[config.mk]
export PLATFORM = sky130hd
export DESIGN_NAME = t9990_pixel_mixer
export DESIGN_NICKNAME = d
export VERILOG_FILES = /design/src/rtl/t9990_pixel_mixer.sv
export SDC_FILE = /design/constraint.sdc
export NUM_CORES = 1
export LEC_CHECK = 0
export BUFFER_PORTS_ARGS = -buffer_cell sky130_fd_sc_hd__buf_2
export CORE_ASPECT_RATIO = 2
export CORE_UTILIZATION = 25
export CTS_BUF_LIST = sky130_fd_sc_hd__clkbuf_16
export CTS_CLUSTER_DIAMETER = 120
export DETAILED_ROUTE_END_ITERATION = 16
export MAX_ROUTING_LAYER = met4
export SYNTH_ARGS = -nofsm -noshare
export SYNTH_HDL_FRONTEND = slang
export SYNTH_SLANG_ARGS = --single-unit
[constraint.sdc]
create_clock -name CLK -period 4.2 [get_ports CLK]
set_clock_uncertainty 0.2 [all_clocks]
set_input_delay 0.21 -clock CLK [delete_from_list [all_inputs] [get_ports CLK]]
set_output_delay 0.21 -clock CLK [all_outputs]
set_load 0.02 [all_outputs]
[src/rtl/t9990_pixel_mixer.sv]
// ============================================================================
// Module   : t9990_pixel_mixer
// Purpose  : Bitmap/cursor/backdrop mix, frame-synchronous fade and
//            sync alignment for the T9990 video output.
// Revision : 1.0  initial release
// ============================================================================
`default_nettype none

module t9990_pixel_mixer #(
  parameter int SYNC_DELAY = 2
) (
  input  logic        CLK,
  input  logic        RESET_n,
  input  logic        DCLK_EN,
  input  logic [15:0] PIX_IN,
  input  logic [15:0] CUR_IN,
  input  logic        CUR_PRI,
  input  logic        TPE,
  input  logic        DISP,
  input  logic [14:0] BD_COLOR,
  input  logic [3:0]  FADE,
  input  logic        ACTIVE_IN,
  input  logic        HSYNC_IN,
  input  logic        VSYNC_IN,
  output logic [4:0]  R_OUT,
  output logic [4:0]  G_OUT,
  output logic [4:0]  B_OUT,
  output logic        HSYNC_OUT,
  output logic        VSYNC_OUT,
  output logic        DE_OUT
);

  logic w_act_d;
  logic w_hs_d;
  logic w_vs_d;

  generate
    if (SYNC_DELAY == 0) begin : g_no_delay
      assign w_act_d = ACTIVE_IN;
      assign w_hs_d  = HSYNC_IN;
      assign w_vs_d  = VSYNC_IN;
    end else begin : g_delay
      // Each entry packs {active, hsync, vsync} for one dot-clock tick.
      logic [2:0] r_sr [SYNC_DELAY];

      always_ff @(posedge CLK) begin
        if (!RESET_n) begin
          for (int i = 0; i < SYNC_DELAY; i++) r_sr[i] <= 3'b000;
        end else if (DCLK_EN) begin
          r_sr[0] <= {ACTIVE_IN, HSYNC_IN, VSYNC_IN};
          for (int i = 1; i < SYNC_DELAY; i++) r_sr[i] <= r_sr[i-1];
        end
      end

      assign {w_act_d, w_hs_d, w_vs_d} = r_sr[SYNC_DELAY-1];
    end
  endgenerate

  logic [14:0] w_mix;
  logic        w_blank;
  logic        w_pix_transp;

  assign w_pix_transp = TPE & PIX_IN[15];

  always_comb begin
    w_mix   = PIX_IN[14:0];
    w_blank = 1'b0;
    if (!w_act_d) begin
      w_mix   = 15'd0;
      w_blank = 1'b1;
    end else if (!DISP) begin
      w_mix = BD_COLOR;
    end else if (!CUR_IN[15] && (CUR_PRI || w_pix_transp)) begin
      w_mix = CUR_IN[14:0];
    end else if (w_pix_transp) begin
      w_mix = BD_COLOR;
    end
  end

  logic [14:0] r_s1_color;
  logic        r_s1_blank;
  logic        r_s1_act;
  logic        r_s1_hs;
  logic        r_s1_vs;
  logic [3:0]  r_fade_cur;

  always_ff @(posedge CLK) begin
    if (!RESET_n) begin
      r_s1_color <= 15'd0;
      r_s1_blank <= 1'b0;
      r_s1_act   <= 1'b0;
      r_s1_hs    <= 1'b0;
      r_s1_vs    <= 1'b0;
      r_fade_cur <= 4'd0;
    end else if (DCLK_EN) begin
      r_s1_color <= w_mix;
      r_s1_blank <= w_blank;
      r_s1_act   <= w_act_d;
      r_s1_hs    <= w_hs_d;
      r_s1_vs    <= w_vs_d;
      // r_s1_vs still holds last tick's vs_d, giving the rising-edge reference.
      if (w_vs_d && !r_s1_vs) r_fade_cur <= FADE;
    end
  end

  function automatic logic [4:0] fade_ch(input logic [4:0] c, input logic [3:0] f);
    logic [4:0] w_scale;
    logic [8:0] w_prod;
    w_scale = 5'd16 - {1'b0, f};
    w_prod  = {4'd0, c} * {4'd0, w_scale};
    return w_prod[8:4];
  endfunction

  always_ff @(posedge CLK) begin
    if (!RESET_n) begin
      R_OUT     <= 5'd0;
      G_OUT     <= 5'd0;
      B_OUT     <= 5'd0;
      HSYNC_OUT <= 1'b0;
      VSYNC_OUT <= 1'b0;
      DE_OUT    <= 1'b0;
    end else if (DCLK_EN) begin
      if (r_s1_blank) begin
        R_OUT <= 5'd0;
        G_OUT <= 5'd0;
        B_OUT <= 5'd0;
      end else begin
        G_OUT <= fade_ch(r_s1_color[14:10], r_fade_cur);
        R_OUT <= fade_ch(r_s1_color[9:5],   r_fade_cur);
        B_OUT <= fade_ch(r_s1_color[4:0],   r_fade_cur);
      end
      HSYNC_OUT <= r_s1_hs;
      VSYNC_OUT <= r_s1_vs;
      DE_OUT    <= r_s1_act;
    end
  end

endmodule

`default_nettype wire

# Word-level counts from Yosys, hierarchy flattened
# Memory sizes are Yosys's and may differ from the RTL's.
# Cells that the tools add are included.
op_classes:
  n_reduce_logical: 6
  add_sub_neg: 1
  multipliers: 3
  bitwise: 3
  mux: 14
ops:
  columns: ["cell", "n"]
  rows:
  - ["15-bit two-way mux", 4]
  - ["5-bit by 5-bit multiplier with 9-bit output", 3]
  - ["5-bit two-way mux", 3]
  - ["3-bit two-way mux", 2]
  - ["1-bit two-way mux", 5]
  - ["5-bit by 4-bit subtractor with 5-bit output (first input constant)", 1]
  - ["1-bit logical AND", 2]
  - ["1-bit zero test", 2]
  - ["1-bit bitwise OR", 2]
  - ["2-bit AND reduction", 1]
  - ["1-bit bitwise AND", 1]
  - ["1-bit logical OR", 1]
totals:
  ff_bits: 41
  output_inout_bits: 18
  word_cells: 40
  n_memories: 1
  ram_bits: 6
mem_list:
  columns: ["memory", "depth", "word_bits", "read_ports", "rd_ports_with_merged_regs", "wr", "line", "text"]
  rows:
  - ["g_delay.r_sr", 2, 3, 2, 0, 2, "44", "logic [2:0] r_sr [SYNC_DELAY];"]

# Depth between registers and ports, before layout
depth:
  ltp_word: 6
  mapped_depth: 17

# Worst setup path before layout
# OpenSTA, ideal clock, no wires.
synth_path:
  path_kind: "register to register"
  start: "reg r_fade_cur[0]"
  end: "reg B_OUT[3]"
  path_buffers: 3
  slack_ns: -0.303
  t_required_ns: 3.883
  path_stages_with_launch: 18
  setup_ns: 0.117
  arrival_time_ns: 4.186
  cell_sequence: "dfxtp_1 -> buf_2 -> clkbuf_1 -> inv_1 -> ha_1 -> xnor2_1 -> clkbuf_1 -> nand2_1 -> fa_1 -> fa_1 -> fa_1 -> inv_1 -> ha_1 -> nand4_1 -> o2111ai_2 -> a21oi_1 -> xnor2_1 -> a22o_1"
synth_between:
  elab_chain_cells: 3
synth_rtl:
  columns: ["element", "line", "text"]
  rows:
  - ["from (decl)", "85", "logic [3:0] r_fade_cur;"]
  - ["from (signal assigned)", "94", "r_fade_cur <= 4'd0;"]
  - ["from (signal assigned)", "102", "if (w_vs_d && !r_s1_vs) r_fade_cur <= FADE;"]
  - ["5-bit by 4-bit subtractor with 5-bit output", "109", "w_scale = 5'd16 - {1'b0, f};"]
  - ["5-bit by 5-bit multiplier with 9-bit output", "110", "w_prod = {4'd0, c} * {4'd0, w_scale};"]
  - ["5-bit two-way mux", "123", "if (r_s1_blank) begin"]
  - ["to (signal assigned)", "130", "B_OUT <= fade_ch(r_s1_color[4:0], r_fade_cur);"]
  - ["to (decl)", "27", "output logic [4:0] B_OUT,"]
# No other way between the ends.
# A chain may end at the register's enable or synchronous reset.

# Final worst setup path
layout_path:
  start: "reg r_fade_cur[0]"
  end: "reg R_OUT[4]"
layout_between:
  elab_chain_cells: 3
layout_rtl:
  columns: ["element", "line", "text"]
  rows:
  - ["5-bit by 4-bit subtractor with 5-bit output", "109", null]
  - ["5-bit by 5-bit multiplier with 9-bit output", "110", null]
  - ["5-bit two-way mux", "123", null]
  - ["to (signal assigned)", "129", "R_OUT <= fade_ch(r_s1_color[9:5], r_fade_cur);"]
  - ["to (decl)", "25", "output logic [4:0] R_OUT,"]
# No other way between the ends.

==> flow_summary.json <==
{
  "max_freq_mhz": 245,
  "synth-edff-count": 6,
  "routedWlPerCell_um": 12.9,
  "clock_latency_ns": 0.30,
  "fp.dieW_um": 89.9,
  "cp_max_fo": 5,
  "synth.area.top_cells": "dfxtp_1, ha_1, fa_1",
  "synth_area_per_cell_um2": 9.23,
  "grt_pass1_wl_mm": 14.3,
  "synth.yosys.seq_area_share": 0.259,
  "grt.total_usage": 0.115,
  "power_density_nw_per_um2": 226,
  "path_clk_slew_ns": 0.07,
  "cts.path.max_buffers": 2,
  "final_core_util": 0.327,
  "violations": "hold timing",
  "path_buf_inv": 4,
  "ys_ff_latch": 47,
  "grt_setup_unrepaired": "true",
  "io_pins": 78,
  "cts_sinks": 47,
  "peakVddDrop_mv": 0.143,
  "cts_made_buffers": 5,
  "worstSetupStartpointType": "register",
  "maxCapViolCount": 0,
  "core_um2": 15000,
  "dp_slack_ns": 0.00761,
  "status": "finished, violations left",
  "place_area_um2": 4530,
  "syn_inst": 418,
  "num_vias": 3170,
  "critPathSlowestCell": "fa_1",
  "fin_setup_tns_ns": 0,
  "drtIter0Drc": 74,
  "dieArea_um2": 16000,
  "drc": 0,
  "drive_above_1_share": 0.267,
  "cts_tree": "done",
  "cp.required_ns": 4.19,
  "holdPathEnd": "r_fade_cur[0]",
  "r2r_cells": 16,
  "finalSetupViolCount": 0,
  "crit_top_cell": "fa_1",
  "nFillCells": 1585,
  "relSlewSlack": 0.364,
  "min_period_over_period": 0.973,
  "io_buffers": 77,
  "maxSlewViolCount": 0,
  "final_nets": 628,
  "setup_slack_ns": 0.113,
  "dp_hpwl_mm": 7.07,
  "root_buffer": "clkbuf_16",
  "hold_ws_ns": -0.00560,
  "antenna_left": 0,
  "cp.arrival_ns": 4.08,
  "grt_pass1_vias": 3137,
  "endpoint_kind": "register",
  "wl_mm": 8.98,
  "synth.net_count": 545,
  "syn_area_um2": 3860,
  "critPathKind": "register to register",
  "drtPass1Iterations": 4,
  "finalHoldViolCount": 1,
  "max_slew.worst_pin.slew_ns": 0.948,
  "hp-class": "primary input to register",
  "worstHoldStart": "FADE[0]",
  "finalPower_mw": 1.11,
  "synthDistinctLibCells": 32,
  "initial_utilization": 0.258,
  "yosysWarnings": 0,
  "grt_max_degree": 32,
  "via_per_inst": 4.55,
  "antenna_cells": 0,
  "path_cells": "inv_2 -> ha_4 -> nor3b_4 -> buf_6 -> buf_6 -> nand2_4 -> fa_1 -> fa_1 -> fa_1 -> inv_2 -> ha_4 -> nand4_1 -> o2111ai_4 -> o31ai_2 -> xnor2_1 -> a22o_1",
  "ys.flop_type": "dfxtp_1",
  "std_cell_rows": 63,
  "r2r-end": "R_OUT[4]",
  "rrSetupSlack_ns": 0.11,
  "gp_congestion": 0.771,
  "cts.htree.levels": 2,
  "synth-async-reset-ratio": 0,
  "area_growth_pct": 26.9,
  "die_h_um": 178,
  "power.leakage_nw": 2.52,
  "critical_path.top_delay_family": "adder cells",
  "design_area_um2": 4900,
  "synth_top_area_frac": 0.213,
  "fin_crit_ns": 4.09,
  "yosysTopAreaCell": "dfxtp_1",
  "reg2reg_from": "r_fade_cur[0]",
  "hold_depth": 3,
  "grt_antenna_before_repair": 0,
  "grt-ovfl-total": 0,
  "critical-path-max-stage-delay_ns": 0.53
}
synth_stat cells, types with 11 or more instances:
cell	count
o22ai_1	15
xnor2_1	17
a22o_1	15
a21o_1	17
nand2_1	35
and2_1	37
buf_2	11
fa_1	21
ha_1	46
dfxtp_1	41
inv_1	45
a21oi_1	21
o21ai_0	18
per-layer routing:
| layer | GRT usage | part of all wire | vias up |
|---|---|---|---|
| li1 | - | - | 1592 |
| met5 | - | 0 | - |
| met1 | 0.116 | 0.40 | 1499 |
| met2 | 0.219 | 0.56 | 72 |
| met4 | 0.0504 | 0.019 | 0 |
| met3 | 0.0133 | 0.027 | 7 |
cell usage in the layout, fill, tap and decap left out, types with 12 or more instances in the layout:
| cell | count |
|---|---|
| a22o_1 | 15 |
| and2_1 | 37 |
| a21o_1 | 17 |
| a21oi_1 | 18 |
| buf_4 | 12 |
| dfxtp_1 | 38 |
| ha_1 | 41 |
| o21ai_0 | 18 |
| o22ai_1 | 15 |
| xnor2_1 | 16 |
| nand2_1 | 33 |
| inv_1 | 41 |
| buf_2 | 78 |
| fa_1 | 21 |
power breakdown:
part,internal (mW),switching [mW]
clock,0.227,0.191
combinational,0.103,0.104
sequential,0.470,0.0135
total,0.800,0.309
timing repair:
action | CTS | global route
hold buffers | 2 | 0
buffers inserted | 0 | 10
pin swaps | 0 | 18
hold endpoints to repair | 2 | 0
gates resized for setup | 1 | 19
cloned | 0 | 2
endpoints found under the setup margin | 2 | 8
worst reg2reg max path, stage by stage (launching register included):
cell and delay, ns:
dfxtp_2 0.34, inv_2 0.07, ha_4 0.16, nor3b_4 0.21, buf_6 0.15, buf_6 0.12
nand2_4 0.05, fa_1 0.53, fa_1 0.44, fa_1 0.53, inv_2 0.05, ha_4 0.27
nand4_1 0.14, o2111ai_4 0.26, o31ai_2 0.12, xnor2_1 0.14, a22o_1 0.19
final cells by class:
| type | count | area (µm²) | share of cell area |
|---|---|---|---|
| Clock buffer | 5 | 125 | 0.0255 |
| Timing Repair Buffer | 97 | 588 | 0.120 |
| Inverter | 45 | 169 | 0.0345 |
| Clock inverter | 3 | 26.3 | 0.00536 |
| Tap cell | 195 | 244 | 0.0498 |
| Sequential cell | 47 | 1010 | 0.206 |
| Multi-Input combinational cell | 305 | 2740 | 0.559 |
flip-flops by register name, summed over array words and instances (netlist names):
name	flops
r_s1_color	15
g_delay.r_sr	6
B_OUT	5
G_OUT	5
R_OUT	5
r_fade_cur	4
DE_OUT	1
HSYNC_OUT	1
VSYNC_OUT	1
r_s1_act	1
r_s1_blank	1
r_s1_hs	1
r_s1_vs	1
cell families after synthesis:
kind of cell,synth area share
and+or+nand+nor,0.150
AOI/OAI and AO/OA,0.174
adders and majority gates,0.258
buffers and inverters,0.0681
DFF,0.259
xor gates and xnor gates,0.0649
muxes,0.0259
stage by stage:
stage / instances / hold WS [ns]
floorplan: 418 / 0.176
global placement: 675 / 0.238
detailed placement: 675 / 0.241
CTS: 685 / 0.00344
global route: 697 / 0.0127
finish: 697 / -0.00560
worst max-delay path by stage:
stage / start / end / cells after the start
after floorplan: r_fade_cur[0] / B_OUT[3] / 17
after global placement: r_fade_cur[0] / B_OUT[3] / 15
after detailed placement: r_fade_cur[0] / B_OUT[3] / 15
after CTS: r_fade_cur[0] / B_OUT[3] / 15
after global routing: r_fade_cur[0] / R_OUT[4] / 16
final: r_fade_cur[0] / R_OUT[4] / 16
No activity file was read; power rests on OpenSTA's default activity.
